===== src/rtl/pe_host_link.sv =====
// Host-side buffer for one PE: collects a load frame from an upstream stream,
// replays it as a gap-free burst, captures the result burst and streams it back out.
module pe_host_link #(
  parameter int DATA_WIDTH = 16,
  parameter int LOAD_NUM   = 16,
  parameter int OUT_NUM    = 4,
  parameter int TIMEOUT    = 4096
) (
  input  logic                    clk,
  input  logic                    rst,
  input  logic                    s_valid,
  input  logic [DATA_WIDTH*2-1:0] s_data,
  output logic                    s_ready,
  output logic                    din_pe_v,
  output logic [DATA_WIDTH*2-1:0] din_pe,
  input  logic                    dout_pe_v,
  input  logic [DATA_WIDTH*2-1:0] dout_pe,
  output logic                    m_valid,
  output logic [DATA_WIDTH*2-1:0] m_data,
  input  logic                    m_ready,
  output logic                    busy,
  output logic                    err
);
  localparam int DW  = DATA_WIDTH * 2;
  localparam int LCW = $clog2(LOAD_NUM + 1);
  localparam int OCW = $clog2(OUT_NUM + 1);
  localparam int TCW = $clog2(TIMEOUT + 1);
  localparam int LIW = (LOAD_NUM > 1) ? $clog2(LOAD_NUM) : 1;
  localparam int OIW = (OUT_NUM > 1) ? $clog2(OUT_NUM) : 1;

  localparam logic [LCW-1:0] LOAD_CNT  = LCW'(LOAD_NUM);
  localparam logic [LCW-1:0] LOAD_LAST = LCW'(LOAD_NUM - 1);
  localparam logic [OCW-1:0] OUT_LAST  = OCW'(OUT_NUM - 1);
  localparam logic [TCW-1:0] TO_LAST   = TCW'(TIMEOUT - 1);

  typedef enum logic [2:0] {
    S_FILL,
    S_SEND,
    S_WAIT,
    S_CAPTURE,
    S_DRAIN
  } state_t;

  state_t          state_q, state_d;
  logic [LCW-1:0]  wr_cnt_q, wr_cnt_d;
  logic [LCW-1:0]  snd_cnt_q, snd_cnt_d;
  logic [OCW-1:0]  rd_cnt_q, rd_cnt_d;
  logic [OCW-1:0]  tx_cnt_q, tx_cnt_d;
  logic [TCW-1:0]  to_cnt_q, to_cnt_d;
  logic            din_v_q, din_v_d;
  logic [DW-1:0]   din_q, din_d;
  logic            err_q, err_d;

  logic            lbuf_we;
  logic            rbuf_we;
  logic [OIW-1:0]  rbuf_widx;

  logic [DW-1:0]   lbuf [LOAD_NUM];
  logic [DW-1:0]   rbuf [OUT_NUM];

  always_comb begin
    state_d   = state_q;
    wr_cnt_d  = wr_cnt_q;
    snd_cnt_d = snd_cnt_q;
    rd_cnt_d  = rd_cnt_q;
    tx_cnt_d  = tx_cnt_q;
    to_cnt_d  = to_cnt_q;
    err_d     = err_q;
    din_v_d   = 1'b0;
    din_d     = '0;
    lbuf_we   = 1'b0;
    rbuf_we   = 1'b0;
    rbuf_widx = rd_cnt_q[OIW-1:0];

    unique case (state_q)
      S_FILL: begin
        if (s_valid) begin
          lbuf_we = 1'b1;
          if (wr_cnt_q == LOAD_LAST) begin
            wr_cnt_d = '0;
            state_d  = S_SEND;
          end else begin
            wr_cnt_d = wr_cnt_q + 1'b1;
          end
        end
        if (dout_pe_v) err_d = 1'b1;
      end

      // One extra cycle after the last word drops valid and hands over to WAIT.
      S_SEND: begin
        if (snd_cnt_q == LOAD_CNT) begin
          snd_cnt_d = '0;
          to_cnt_d  = '0;
          state_d   = S_WAIT;
        end else begin
          din_v_d   = 1'b1;
          din_d     = lbuf[snd_cnt_q[LIW-1:0]];
          snd_cnt_d = snd_cnt_q + 1'b1;
        end
        if (dout_pe_v) err_d = 1'b1;
      end

      S_WAIT: begin
        if (dout_pe_v) begin
          rbuf_we   = 1'b1;
          rbuf_widx = '0;
          to_cnt_d  = '0;
          if (OUT_NUM == 1) begin
            rd_cnt_d = '0;
            state_d  = S_DRAIN;
          end else begin
            rd_cnt_d = OCW'(1);
            state_d  = S_CAPTURE;
          end
        end else if (to_cnt_q == TO_LAST) begin
          to_cnt_d = '0;
          err_d    = 1'b1;
          state_d  = S_FILL;
        end else begin
          to_cnt_d = to_cnt_q + 1'b1;
        end
      end

      S_CAPTURE: begin
        if (dout_pe_v) begin
          rbuf_we = 1'b1;
          if (rd_cnt_q == OUT_LAST) begin
            rd_cnt_d = '0;
            state_d  = S_DRAIN;
          end else begin
            rd_cnt_d = rd_cnt_q + 1'b1;
          end
        end
      end

      S_DRAIN: begin
        if (m_ready) begin
          if (tx_cnt_q == OUT_LAST) begin
            tx_cnt_d = '0;
            state_d  = S_FILL;
          end else begin
            tx_cnt_d = tx_cnt_q + 1'b1;
          end
        end
        if (dout_pe_v) err_d = 1'b1;
      end

      default: state_d = S_FILL;
    endcase
  end

  always_ff @(posedge clk) begin
    if (rst) begin
      state_q   <= S_FILL;
      wr_cnt_q  <= '0;
      snd_cnt_q <= '0;
      rd_cnt_q  <= '0;
      tx_cnt_q  <= '0;
      to_cnt_q  <= '0;
      din_v_q   <= 1'b0;
      din_q     <= '0;
      err_q     <= 1'b0;
    end else begin
      state_q   <= state_d;
      wr_cnt_q  <= wr_cnt_d;
      snd_cnt_q <= snd_cnt_d;
      rd_cnt_q  <= rd_cnt_d;
      tx_cnt_q  <= tx_cnt_d;
      to_cnt_q  <= to_cnt_d;
      din_v_q   <= din_v_d;
      din_q     <= din_d;
      err_q     <= err_d;
    end
  end

  // Buffer contents need no reset: the counters decide what is valid.
  always_ff @(posedge clk) begin
    if (lbuf_we) lbuf[wr_cnt_q[LIW-1:0]] <= s_data;
  end

  always_ff @(posedge clk) begin
    if (rbuf_we) rbuf[rbuf_widx] <= dout_pe;
  end

  assign s_ready  = (state_q == S_FILL);
  assign busy     = (state_q != S_FILL);
  assign m_valid  = (state_q == S_DRAIN);
  assign m_data   = m_valid ? rbuf[tx_cnt_q[OIW-1:0]] : '0;
  assign din_pe_v = din_v_q;
  assign din_pe   = din_q;
  assign err      = err_q;

endmodule


===== config.mk =====
export PLATFORM = sky130hd
export DESIGN_NAME = pe_host_link
export DESIGN_NICKNAME = d
export VERILOG_FILES = /design/src/rtl/pe_host_link.sv
export SDC_FILE = /design/constraint.sdc
export NUM_CORES = 1
export LEC_CHECK = 0
export CELL_PAD_IN_SITES_DETAIL_PLACEMENT = 0
export CELL_PAD_IN_SITES_GLOBAL_PLACEMENT = 1
export CORE_MARGIN = 1.5
export CORE_UTILIZATION = 50
export CTS_CLUSTER_SIZE = 28
export DETAILED_ROUTE_END_ITERATION = 12
export PLACE_DENSITY_LB_ADDON = 0.12
export SYNTH_ARGS = -nofsm -noshare
export SYNTH_HDL_FRONTEND = slang
export SYNTH_SLANG_ARGS = --single-unit

===== constraint.sdc =====
create_clock -name clk -period 6 [get_ports clk]
set_input_delay 1.8 -clock clk [delete_from_list [all_inputs] [get_ports clk]]
set_output_delay 1.8 -clock clk [all_outputs]
set_load 0.1 [all_outputs]

Word level (Yosys, flattened, before mapping)
Memory sizes are Yosys's and may differ from the RTL's. A register that Yosys moved wholly into a read port is not among the register bits. Cells that the tools add are included.

Register bits after elaboration: 34. Memory bits (writable): 640. Input port bits: 69. Output and inout port bits: 69. Word-level logic and storage cells: 91. Memories kept: 2.

$add $sub $neg: 5. Equality and inequality tests: 21. Multiplexer cells: 39. Bitwise logic cells: 1. Reduce and logical (&&, ||, !) cells: 15.

Memory list: lbuf (depth 16, bits a word 32, read ports 1, clocked after Yosys merged registers in 1, wr ports 1, RTL line 58) `logic [DW-1:0] lbuf [LOAD_NUM];`; rbuf (depth 4, bits a word 32, read ports 1, clocked after Yosys merged registers in 1, wr ports 1, RTL line 59) `logic [DW-1:0] rbuf [OUT_NUM];`.

Operators with widths (count): 2-to-1 mux 13 bit (3); 2-to-1 mux 3 bit (13); 2-to-1 mux 32 bit (1); case mux 13 bit (2 select lines) (1); case mux 3 bit (5 select lines) (1); inequality test 2 bit (second input constant) (7); adder 13 x 1 -> 13 bit (second input constant) (1); == test 13 x 12 -> 1 bit (second input constant) (1); == test 3 x 2 -> 1 bit (second input constant) (4); 2-to-1 mux 1 bit (12); adder 5 x 1 -> 5 bit (second input constant) (2); 2-to-1 mux 5 bit (2); 2-to-1 mux 2 bit (4); inequality test 2 x 1 -> 1 bit (second input constant) (4); AND reduction 8 bit (1); adder 3 x 1 -> 3 bit (second input constant) (2); case mux 3 bit (2 select lines) (1); AND reduction 2 bit (3); nonzero test 2 bit (3); OR reduction 3 bit (2); == test 5 x 4 -> 1 bit (second input constant) (1); == test 5 bit (second input constant) (1); AND reduction 4 bit (1); OR reduction 2 bit (2); 8 further kinds (8).

Depth between registers and ports, before layout
Word-level depth: 5. Depth in mapped cells: 10. Mapped depth without buffers: 6.

Least setup slack after synthesis
Ideal clock, no wire load.

Kind: register to output. Start: register state_q[0]. End: output busy. Data arrival time: 4.042 ns. Data required time: 4.200 ns. Setup slack: 0.158 ns. Cell stages (with the launch flop): 5. Buffers on the path: 2. Cells stage by stage: dfxtp_1 buf_6 clkbuf_1 nor3_1 inv_1.

Longest elaborated chain between the ends: 1.

Ends and longest elaborated chain: start, declared (RTL line 44) `state_t state_q, state_d;`; start signal, assigned (RTL line 164) `state_q <= state_d;`; nonzero test 3 bit (RTL line 186) `assign busy = (state_q != S_FILL);`; end, declared (RTL line 21) `output logic busy,`.

No other way between the ends.

Final worst setup path
Start: register state_q[2]. End: output m_data[12].

Longest elaborated chain between the ends: 2.

Ends and longest elaborated chain: == test 3 bit (RTL line 187) `assign m_valid = (state_q == S_DRAIN);`; 2-to-1 mux 32 bit (RTL line 188) `assign m_data = m_valid ? rbuf[tx_cnt_q[OIW-1:0]] : '0;`; end, declared (RTL line 19) `output logic [DATA_WIDTH*2-1:0] m_data,`.

No other way between the ends.

==> out/results.ini <==
[outcome]
outcome = finished with violations
violations = design-rule violations

[cells_and_area]
drive_above_1_share = 0.212
final_area_sq_um = 31300
n_antenna_cell = 0
nets = 1510
final_cell_mix = edfxtp_1 (640), mux4_2 (160), clkdlybuf4s50_1 (137), clkbuf_16 (77), mux2i_1 (65)
fillers = 3851
area_delta_synth_final_pct = 16.7
fin_util = 0.594
final_common_cell = edfxtp_1

[yosys]
synth_cell_types = 54
synth_top_family_by_area = multiplexers
synth_compound_area_frac = 0.0208
synthXorXnorAreaFrac = 0.00131
syn_area_sq_um = 26800
synth_fa_ha_area_frac = 0.00420
synth_cells = 1266
syn_nets = 1344
synthMuxAreaShare = 0.159
yosys.area.top_type = edfxtp_1
syn_avg_cell_area_sq_um = 21.2
synth_seq_cells = 708
yosys_most_used_dff = edfxtp_1
synth_simple_gate_area_frac = 0.0352
yosysWarnings = 0
yosys-top-cells-area = edfxtp_1 (72%), mux4_2 (13%), dfxtp_1 (5.1%), mux2i_1 (2.4%), and2_1 (0.79%)
yosysTopAreaCellShare = 0.716
seq_area_frac_synth = 0.767
synth_edf_count = 640
async_reset_ff_frac = 0

[sta]
hold_viol_final = 0
fmax_mhz = 196
clock_skew_ns = 0.0196
timing.setup.tns_ns = 0
rsz0062_at_grt = false
relSlewSlack = 0.188
period_share = 0.852
period_needed_ns = 5.11
final-setup-viol-count = 0
worst_pin_slew_ns = 1.22
drv_slew = 0

[routing]
firstDrtPassIters = 11
drt_iter0_markers = 856
ant_nets = 0
viasPerCell = 5.78
vias = 12600
wl_per_cell_um = 24.3
drc = 9
routed_wl_um = 53000

[critical_path]
end_kind = output port
crit-reg2reg-launch = snd_cnt_q[1]$_SDFFE_PP0N_
critPathLaunch = state_q[2]$_SDFFE_PP0P_
startpoint_type = register
worstPathRequired_ns = 4.20
worstPathArrival_ns = 3.31
crit_path_max_fanout = 35
crit_type = register to output port

[global_routing]
overflow = 0
grt_pass1_wl_um = 82300
gr-usage-all-layers = 0.198
grt_max_degree = 67
antenna_found_initial = 0
grt_pass1_vias = 13200

[run]
drv_cap = 0

[power]
p_per_area_nw_per_um2 = 315
p_leak_nw = 9.54
finalPower_mw = 9.86
vdd_ir_drop_max_mv = 0.276

[clock_network]
clk_path_buf_depth = 3
cts.sinks = 708
clk_pin_slew_ns = 0.05
cts.repair.resized = 0
cts_tree = yes
cts_hold_buf = 0
htree_levels = 3
post-cts-setup-buffers = 0
cts-root-buf = clkbuf_16
clk_latency_ns = 0.60
cts_inserted_buffers = 73

[placement]
place_area_sq_um = 29100
place.gp.congestion = 0.752
dp_hpwl_um = 30500
io_buffers = 137

[floorplan]
start_util = 0.509
core_sq_um = 52800
num_rows = 84
die_h_um = 235
dieArea_sq_um = 55100
io_pins = 138
die_w_um = 235

[worst_hold_path]
worstHoldStart = tx_cnt_q[2]$_SDFFE_PP0P_
holdCritPathClass = register to register

[sequential cells by signal, summed over array words and instances, names as in the netlist, 3 cells and up, named ones only]
signal	count
rd_cnt_q	3
rbuf	128
tx_cnt_q	3
to_cnt_q	13
snd_cnt_q	5
state_q	3
wr_cnt_q	5
din_pe	32
lbuf	512
[synth_stat cells (all sizes together) (3+ instances only)]
library cell / n
a311oi: 5
nor2: 30
and3: 5
and2: 34
nor3: 9
nor3b: 5
mux2i: 65
nand3: 13
nand2: 22
mux4: 160
ha: 9
nand2b: 8
and3b: 3
edfxtp: 640
nand4: 7
clkbuf: 24
inv: 12
o22ai: 34
buf: 42
xor2: 3
dfxtp: 68
a31oi: 7
nor2b: 5
o21ai: 10
or3: 3
a21oi: 17
[per-stage QoR]
stage	worst slack (ns)	hold WS, ns	std cells
after floorplan	0.158	0.409	1266
after global placement	1.37	0.417	2045
after detailed placement	1.39	0.427	2045
after CTS	0.821	0.435	2177
after global routing	0.689	0.464	2177
final	0.890	0.432	2177
[worst max-delay path, stage by stage, from the launching register on]
cell	delay (ns)
dfxtp_1	0.75
nor3b_2	0.27
buf_4	0.31
and2_1	0.19
clkdlybuf4s50_1	1.18
[worst paths after layout]
check,slack (ns),depth (start not counted),endpoint
max,0.89,4,m_data[12]
min,0.43,2,tx_cnt_q[2]$_SDFFE_PP0P_
max reg2reg,2.75,5,din_pe[25]$_SDFF_PP0_
min reg2reg,0.43,2,tx_cnt_q[2]$_SDFFE_PP0P_
[cells by family (layout without fill, tap and decap cells)]
group	Yosys count	after routing
simple gates	156	156
mux	225	225
xor+xnor	4	4
buf+inv	78	301
fa+ha+maj	9	9
compound gates	86	86
flops	708	708
[final cells by class]
cell class / instances / area (sq um) / area share
inverter: 12 / 45.0 / 0.00144
timing repair buffer: 157 / 1550 / 0.0494
clock buffer: 107 / 2070 / 0.0661
tap: 688 / 861 / 0.0275
clock inverter: 25 / 180 / 0.00575
sequential: 708 / 20600 / 0.657
multi-input combinational: 480 / 6030 / 0.193
[where the power goes]
part / switching [mW] / internal (mW)
registers: 0.00883 / 5.41
logic: 0.115 / 0.0680
clock network: 1.78 / 2.48
[layer usage]
metal / wire length [um] / track usage
met3: 1910 / 0.0352
met5: 0 / 0
met1: 23000 / 0.273
met4: 1190 / 0.0551
met2: 26800 / 0.330
(Power assumes the default switching activity.)
